**src/rtl/sim_ctrl_pkg.sv**
```systemverilog
// Shared types and constants for the simulation-control block.
package sim_ctrl_pkg;

    typedef enum logic [2:0] {
        HOLD    = 3'd0,
        RELEASE = 3'd1,
        RUN     = 3'd2,
        DONE    = 3'd3
    } state_e;

    typedef enum logic [1:0] {
        CAUSE_NONE    = 2'd0,
        CAUSE_TRAP    = 2'd1,
        CAUSE_TIMEOUT = 2'd2,
        CAUSE_STALL   = 2'd3
    } cause_e;

    localparam logic [7:0] PASS_CODE = 8'd0;

    function automatic int unsigned max2(input int unsigned a, input int unsigned b);
        return (a > b) ? a : b;
    endfunction

endpackage

```
**src/rtl/sim_ctrl_popcnt.sv**
```systemverilog
// Population count of the commit lanes retired in one cycle.
module sim_ctrl_popcnt #(
    parameter int unsigned W = 2
) (
    input  logic [W-1:0]             bits,
    output logic [$clog2(W+1)-1:0]   count
);

    always_comb begin
        count = '0;
        for (int unsigned i = 0; i < W; i++) begin
            count = count + {{($clog2(W+1)-1){1'b0}}, bits[i]};
        end
    end

endmodule

```
**src/rtl/sim_ctrl.sv**
```systemverilog
// Reset sequencing, run counters and sticky verdict for the core harness.
// Optional commit-stall detection is built when SIM_CTRL_STALL_DET_EN is defined.
module sim_ctrl
    import sim_ctrl_pkg::*;
#(
    parameter int unsigned NUM_DOMAINS = 2,
    parameter int unsigned RST_HOLD    = 50,
    parameter int unsigned RST_STAGGER = 4,
    parameter int unsigned COMMIT_W    = 2,
    parameter int unsigned TIMEOUT     = 500,
    parameter int unsigned STALL_LIMIT = 64,
    parameter int unsigned CNT_W       = 32
) (
    input  logic                   clock,
    input  logic                   reset,
    input  logic [COMMIT_W-1:0]    commit_valid,
    input  logic                   trap_valid,
    input  logic [7:0]             trap_code,
    output logic [NUM_DOMAINS-1:0] domain_reset,
    output logic [2:0]             state,
    output logic                   run_done,
    output logic                   pass,
    output logic                   fail,
    output logic [1:0]             fail_cause,
    output logic [CNT_W-1:0]       cycle_cnt,
    output logic [CNT_W-1:0]       instr_cnt
);

    localparam int unsigned SEQ_MAX = max2(RST_HOLD, RST_STAGGER * (NUM_DOMAINS - 1));
    localparam int unsigned SEQ_W   = $clog2(SEQ_MAX + 1);
    localparam int unsigned PC_W    = $clog2(COMMIT_W + 1);
    localparam logic [CNT_W-1:0] TO_LAST = CNT_W'(TIMEOUT - 1);
    localparam logic [SEQ_W-1:0] REL_LAST = SEQ_W'(RST_STAGGER * (NUM_DOMAINS - 1));

    state_e                 st_q, st_d;
    logic [SEQ_W-1:0]       seq_q, seq_d;
    logic [NUM_DOMAINS-1:0] dr_q, dr_d;
    logic [CNT_W-1:0]       cyc_q, cyc_d;
    logic [CNT_W-1:0]       ins_q, ins_d;
    logic                   done_q, done_d;
    logic                   pass_q, pass_d;
    logic                   fail_q, fail_d;
    cause_e                 cause_q, cause_d;
    logic [PC_W-1:0]        commit_cnt;
    logic [CNT_W:0]         ins_sum;
    logic                   timeout_hit;
    logic                   stall_hit;

    sim_ctrl_popcnt #(.W(COMMIT_W)) u_popcnt (
        .bits  (commit_valid),
        .count (commit_cnt)
    );

    assign ins_sum     = {1'b0, ins_q} + (CNT_W + 1)'(commit_cnt);
    assign timeout_hit = (TIMEOUT != 0) && (cyc_q == TO_LAST);

`ifdef SIM_CTRL_STALL_DET_EN
    localparam int unsigned STL_W = $clog2(STALL_LIMIT) + 1;

    logic [STL_W-1:0] stall_q;

    assign stall_hit = !(|commit_valid) && (stall_q == STL_W'(STALL_LIMIT - 1));

    always_ff @(posedge clock or negedge reset) begin
        if (!reset) begin
            stall_q <= '0;
        end else if (st_q == RUN) begin
            stall_q <= (|commit_valid) ? '0 : stall_q + 1'b1;
        end
    end
`else
    assign stall_hit = 1'b0;
`endif

    always_ff @(posedge clock or negedge reset) begin
        if (!reset) begin
            st_q    <= HOLD;
            seq_q   <= '0;
            dr_q    <= '1;
            cyc_q   <= '0;
            ins_q   <= '0;
            done_q  <= 1'b0;
            pass_q  <= 1'b0;
            fail_q  <= 1'b0;
            cause_q <= CAUSE_NONE;
        end else begin
            st_q    <= st_d;
            seq_q   <= seq_d;
            dr_q    <= dr_d;
            cyc_q   <= cyc_d;
            ins_q   <= ins_d;
            done_q  <= done_d;
            pass_q  <= pass_d;
            fail_q  <= fail_d;
            cause_q <= cause_d;
        end
    end

    always_comb begin
        st_d    = st_q;
        seq_d   = seq_q;
        dr_d    = dr_q;
        cyc_d   = cyc_q;
        ins_d   = ins_q;
        done_d  = done_q;
        pass_d  = pass_q;
        fail_d  = fail_q;
        cause_d = cause_q;

        unique case (st_q)
            HOLD: begin
                if (seq_q == SEQ_W'(RST_HOLD)) begin
                    // seq restarts as "cycles since RELEASE entry"; domain 0 goes on the entry edge
                    dr_d[0] = 1'b0;
                    seq_d   = SEQ_W'(1);
                    if (RST_STAGGER == 0 || NUM_DOMAINS == 1) begin
                        dr_d = '0;
                        st_d = RUN;
                    end else begin
                        st_d = RELEASE;
                    end
                end else begin
                    seq_d = seq_q + 1'b1;
                end
            end
            RELEASE: begin
                for (int unsigned i = 1; i < NUM_DOMAINS; i++) begin
                    if (seq_q == SEQ_W'(RST_STAGGER * i)) begin
                        dr_d[i] = 1'b0;
                    end
                end
                if (seq_q == REL_LAST) begin
                    st_d = RUN;
                end else begin
                    seq_d = seq_q + 1'b1;
                end
            end
            RUN: begin
                cyc_d = cyc_q + 1'b1;
                ins_d = ins_sum[CNT_W] ? '1 : ins_sum[CNT_W-1:0];
                if (trap_valid) begin
                    st_d   = DONE;
                    done_d = 1'b1;
                    if (trap_code == PASS_CODE) begin
                        pass_d = 1'b1;
                    end else begin
                        fail_d  = 1'b1;
                        cause_d = CAUSE_TRAP;
                    end
                end else if (timeout_hit) begin
                    st_d    = DONE;
                    done_d  = 1'b1;
                    fail_d  = 1'b1;
                    cause_d = CAUSE_TIMEOUT;
                end else if (stall_hit) begin
                    st_d    = DONE;
                    done_d  = 1'b1;
                    fail_d  = 1'b1;
                    cause_d = CAUSE_STALL;
                end
            end
            default: ;
        endcase
    end

    assign domain_reset = dr_q;
    assign state        = st_q;
    assign run_done     = done_q;
    assign pass         = pass_q;
    assign fail         = fail_q;
    assign fail_cause   = cause_q;
    assign cycle_cnt    = cyc_q;
    assign instr_cnt    = ins_q;

endmodule

```
**config.mk**
```make
export PLATFORM = sky130hd
export DESIGN_NAME = sim_ctrl
export DESIGN_NICKNAME = d
export VERILOG_FILES = /design/src/rtl/sim_ctrl_pkg.sv /design/src/rtl/sim_ctrl_popcnt.sv /design/src/rtl/sim_ctrl.sv
export SDC_FILE = /design/constraint.sdc
export NUM_CORES = 1
export LEC_CHECK = 0
export ABC_AREA = 0
export CORE_MARGIN = 5
export CORE_UTILIZATION = 25
export DETAILED_ROUTE_END_ITERATION = 10
export DONT_BUFFER_PORTS = 1
export PLACE_DENSITY = 0.48
export SLEW_MARGIN = 20
export SYNTH_ARGS = -nofsm -noshare
export SYNTH_HDL_FRONTEND = slang
export SYNTH_SLANG_ARGS = --single-unit
```
**constraint.sdc**
```tcl
create_clock -name clock -period 2.1 [get_ports clock]
set_clock_uncertainty 0.05 [all_clocks]
set_input_delay 0.315 -clock clock [delete_from_list [all_inputs] [get_ports clock]]
set_output_delay 0.315 -clock clock [all_outputs]
set_load 0.1 [all_outputs]
```
==> impl_metrics.json <==
{
  "placementRows": 46,
  "core_area_um2": 15800,
  "syn-num-nets": 402,
  "maxSlewViolCount": 0,
  "maxCapViolCount": 0,
  "post_synth_inst_count": 379,
  "m1WireLength_mm": 4.51,
  "timing_worst_setup_path_type": "flop to flop",
  "crit_end": "instr_cnt[15]",
  "cp_num_buf_inv": 2,
  "place.port_buffers": 0,
  "clk_pin_slew_ps": 60,
  "timing.critical_path.slowest_cell_delay_ps": 510,
  "first_global_vias": 3245,
  "maxClockFrequency_ghz": 0.477,
  "post-route-drc-count": 0,
  "topRoutingLayerUsed": "met4",
  "area_growth_pct": 36.1,
  "failed_checks": "hold timing",
  "setup.worst_path.start": "instr_cnt[0]",
  "tns_ps": 0,
  "number_of_synthesized_register_bits": 79,
  "wire_length_of_the_first_global_routing_pass_mm": 16.9,
  "power.density_nw_per_um2": 1020,
  "insertedDiodeCount": 0,
  "critPathMostFrequentCell": "sky130_fd_sc_hd__inv_2",
  "cts_root_buf": "sky130_fd_sc_hd__clkbuf_16",
  "period_share_pct": 99.8,
  "yosysUniqueCellTypes": 57,
  "reg2regPathDepth": 8,
  "grt_remaining_overflow": 0,
  "route.detailed.wl_per_inst_um": 15.4,
  "postLayoutCellArea_um2": 5420,
  "crit_path_start_kind": "flop",
  "met3RoutedLength_um": 951,
  "grt_start_max_net_pins": 80,
  "drt-vias-per-instance": 4.55,
  "dieArea_um2": 18600,
  "cts_tree": "yes",
  "timing.final.crit_period_ps": 2100,
  "vert_die_dim_um": 136,
  "firstDrtPassIters": 4,
  "worst_ir_drop_vdd_mv": 0.421,
  "dr.first_iter.drc_count": 151,
  "hpwlAfterDp_mm": 7.80,
  "fin_worst_hold_slack_ps": -385,
  "final_common_cell": "sky130_fd_sc_hd__buf_4",
  "crit_slowest_cell": "sky130_fd_sc_hd__or3_4",
  "yosys_warnings": 0,
  "critPathArrivalTime_ps": 2310,
  "synth_seq_area_share_pct": 49.7,
  "critical_path.endpoint_type": "flop",
  "post-route-util_pct": 34.4,
  "worstHoldPathType": "primary input to asynchronous set/reset pin",
  "area_of_the_mapped_netlist_um2": 3980,
  "design_power_total_w": 0.00551,
  "cts_inserted_buffers": 9,
  "worst_path_cell_chain": "inv_2, fa_2, inv_2, ha_4, and3_4, nand4_4, or3_4, o21ai_1",
  "route.antenna.remaining_nets": 0,
  "routed_wirelength_mm": 10.8,
  "syn_area_per_cell_um2": 10.5,
  "gp_congestion": 0.783,
  "drive_gt1_share_pct": 41.9,
  "die_width_um": 136,
  "clk-insertion-delay-late_ps": 340,
  "critical_path_depth": 8,
  "synth_top_flop_cell": "sky130_fd_sc_hd__dfrtp_1",
  "design.final.nets": 505,
  "initial_utilization_pct": 25.3,
  "worst-r2r-setup-slack_ps": 5,
  "io-pin-count": 87,
  "worst-endpoint-required_ps": 2310,
  "antenna_found_initial": 0,
  "worst_slew_margin_relative_to_its_limit_pct": 66.2,
  "route.vias.total": 3198,
  "setup_repair_after_global_routing_missed_its_margin": "yes",
  "synth-edff-count": 0,
  "timing_worst_slew_pin_value_ps": 507,
  "met2_length_mm": 5.17,
  "place.detailed.instances": 682,
  "r2r-end": "instr_cnt[15]",
  "tritoncts_num_sinks": 79,
  "power.leakage_nw": 2.52,
  "critical_path_peak_fanout": 8,
  "ctsHoldBuffers": 1,
  "h-tree-depth": 3,
  "worst_path_dominant_cell_family": "simple AND/OR/NAND/NOR gates",
  "gr-usage-all-layers_pct": 11.7,
  "layout.cells.non_filler": 703,
  "setup_viol": 0,
  "most_frequent_cells_in_the_layout": "97 x sky130_fd_sc_hd__buf_4, 42 x sky130_fd_sc_hd__dfrtp_2, 41 x sky130_fd_sc_hd__nand2_1",
  "post_dp_cell_area_um2": 5000,
  "regToRegStartpoint": "instr_cnt[0]",
  "result_of_the_run": "finished with violations",
  "hold_violations": 79,
  "clock_path_buffers": 2,
  "async_reset_ff_share_pct": 100
}
-- flip-flops by register name, summed over array words and instances (netlist names) --
register / count
state: 2
instr_cnt: 32
fail_cause: 2
run_done: 1
fail: 1
domain_reset: 2
cycle_cnt: 32
pass: 1
seq_q: 6
-- stage by stage --
stage	hold slack [ps]	setup slack [ps]
floorplan	-30.6	-174
global placement	-27.8	52.8
detailed placement	-28.0	3.18
CTS	-412	13.0
global route	-412	-90.0
finish	-385	4.99
-- synthesized netlist by cell type (2+ instances only) --
master                     number  area, um2
sky130_fd_sc_hd__xor2_1        24        210
sky130_fd_sc_hd__mux2_2         2       22.5
sky130_fd_sc_hd__nor2_1        18       67.6
sky130_fd_sc_hd__mux2i_1        6       60.1
sky130_fd_sc_hd__nor3_2         3       30.0
sky130_fd_sc_hd__and2_1         9       56.3
sky130_fd_sc_hd__nand4_1       11       68.8
sky130_fd_sc_hd__xnor2_1       25        219
sky130_fd_sc_hd__nand2b_1       4       25.0
sky130_fd_sc_hd__nor2b_1        3       18.8
sky130_fd_sc_hd__nand4_2        2       25.0
sky130_fd_sc_hd__nand3_1       21        105
sky130_fd_sc_hd__o21ai_0        9       45.0
sky130_fd_sc_hd__nor4_1         6       37.5
sky130_fd_sc_hd__inv_1         14       52.6
sky130_fd_sc_hd__a41oi_1        2       17.5
sky130_fd_sc_hd__and4_1         8       70.1
sky130_fd_sc_hd__buf_4          4       30.0
sky130_fd_sc_hd__a21oi_1       11       55.1
sky130_fd_sc_hd__a31oi_1        5       31.3
sky130_fd_sc_hd__ha_1           9        113
sky130_fd_sc_hd__and3_1        17        106
sky130_fd_sc_hd__o21ai_2        2       17.5
sky130_fd_sc_hd__buf_6          2       22.5
sky130_fd_sc_hd__o22ai_1        2       12.5
sky130_fd_sc_hd__dfrtp_1       77       1930
sky130_fd_sc_hd__nor3_1         6       30.0
sky130_fd_sc_hd__nand4_4        2       42.5
sky130_fd_sc_hd__nor4b_1        2       17.5
sky130_fd_sc_hd__dfstp_2        2       52.6
sky130_fd_sc_hd__nand2_1       45        169
-- worst min path at each step --
stage               endpoint  cells after the start  start
6_report            seq_q[0]                      0  reset
5_1_grt             seq_q[1]                      0  reset
4_1_cts             seq_q[0]                      0  reset
3_5_place_dp        seq_q[0]                      0  reset
3_3_place_gp        seq_q[0]                      0  reset
2_1_floorplan  cycle_cnt[10]                      0  reset
-- logic make-up (layout without fill, tap and decap cells) --
family / count (synthesis) / after routing / synth area share (%)
AND/OR/NAND/NOR: 166 / 168 / 23.9
flip-flops: 79 / 79 / 49.7
XOR/XNOR: 49 / 49 / 10.8
AO/OA/AOI/OAI: 40 / 40 / 6.44
buffers and inverters: 24 / 130 / 3.08
adder cells (fa/ha/maj): 10 / 10 / 3.33
multiplexers: 10 / 10 / 2.73
other: 1 / 1 / 0.0941
-- report_power, final --
group / switching (W) / internal (W) / leakage, nW / total [W]
Combinational: 0.00142 / 0.000565 / 1.42 / 0.00199
Clock: 0.000652 / 0.000954 / 0.142 / 0.00161
Sequential: 0.000174 / 0.00174 / 0.964 / 0.00192
Total: 0.00225 / 0.00326 / 2.52 / 0.00551
-- layout make-up --
class / count / area (um2)
Clock buffer: 11 / 243
Clock inverter: 5 / 58.8
Fill cell: 1617 / 10300
Inverter: 14 / 52.6
Multi-Input combinational cell: 278 / 1990
Sequential cell: 79 / 2050
Tap cell: 216 / 270
Timing Repair Buffer: 100 / 761
-- routing by layer --
metal  vias up  GRT usage, %
met2        71          18.1
met5         -             0
met4         0          4.31
li1       1544             -
met1      1568          14.4
met3        15          5.40
-- what timing repair did --
item / 4_1_cts / 5_1_grt
gates resized for setup: 1 / 21
endpoints found under the hold margin: 80 / 79
cloned: 0 / 2
endpoints found under the setup margin: 1 / 25
pin swaps: 0 / 8
setup buffers: 0 / 2
No activity file was read; power rests on OpenSTA's default activity.
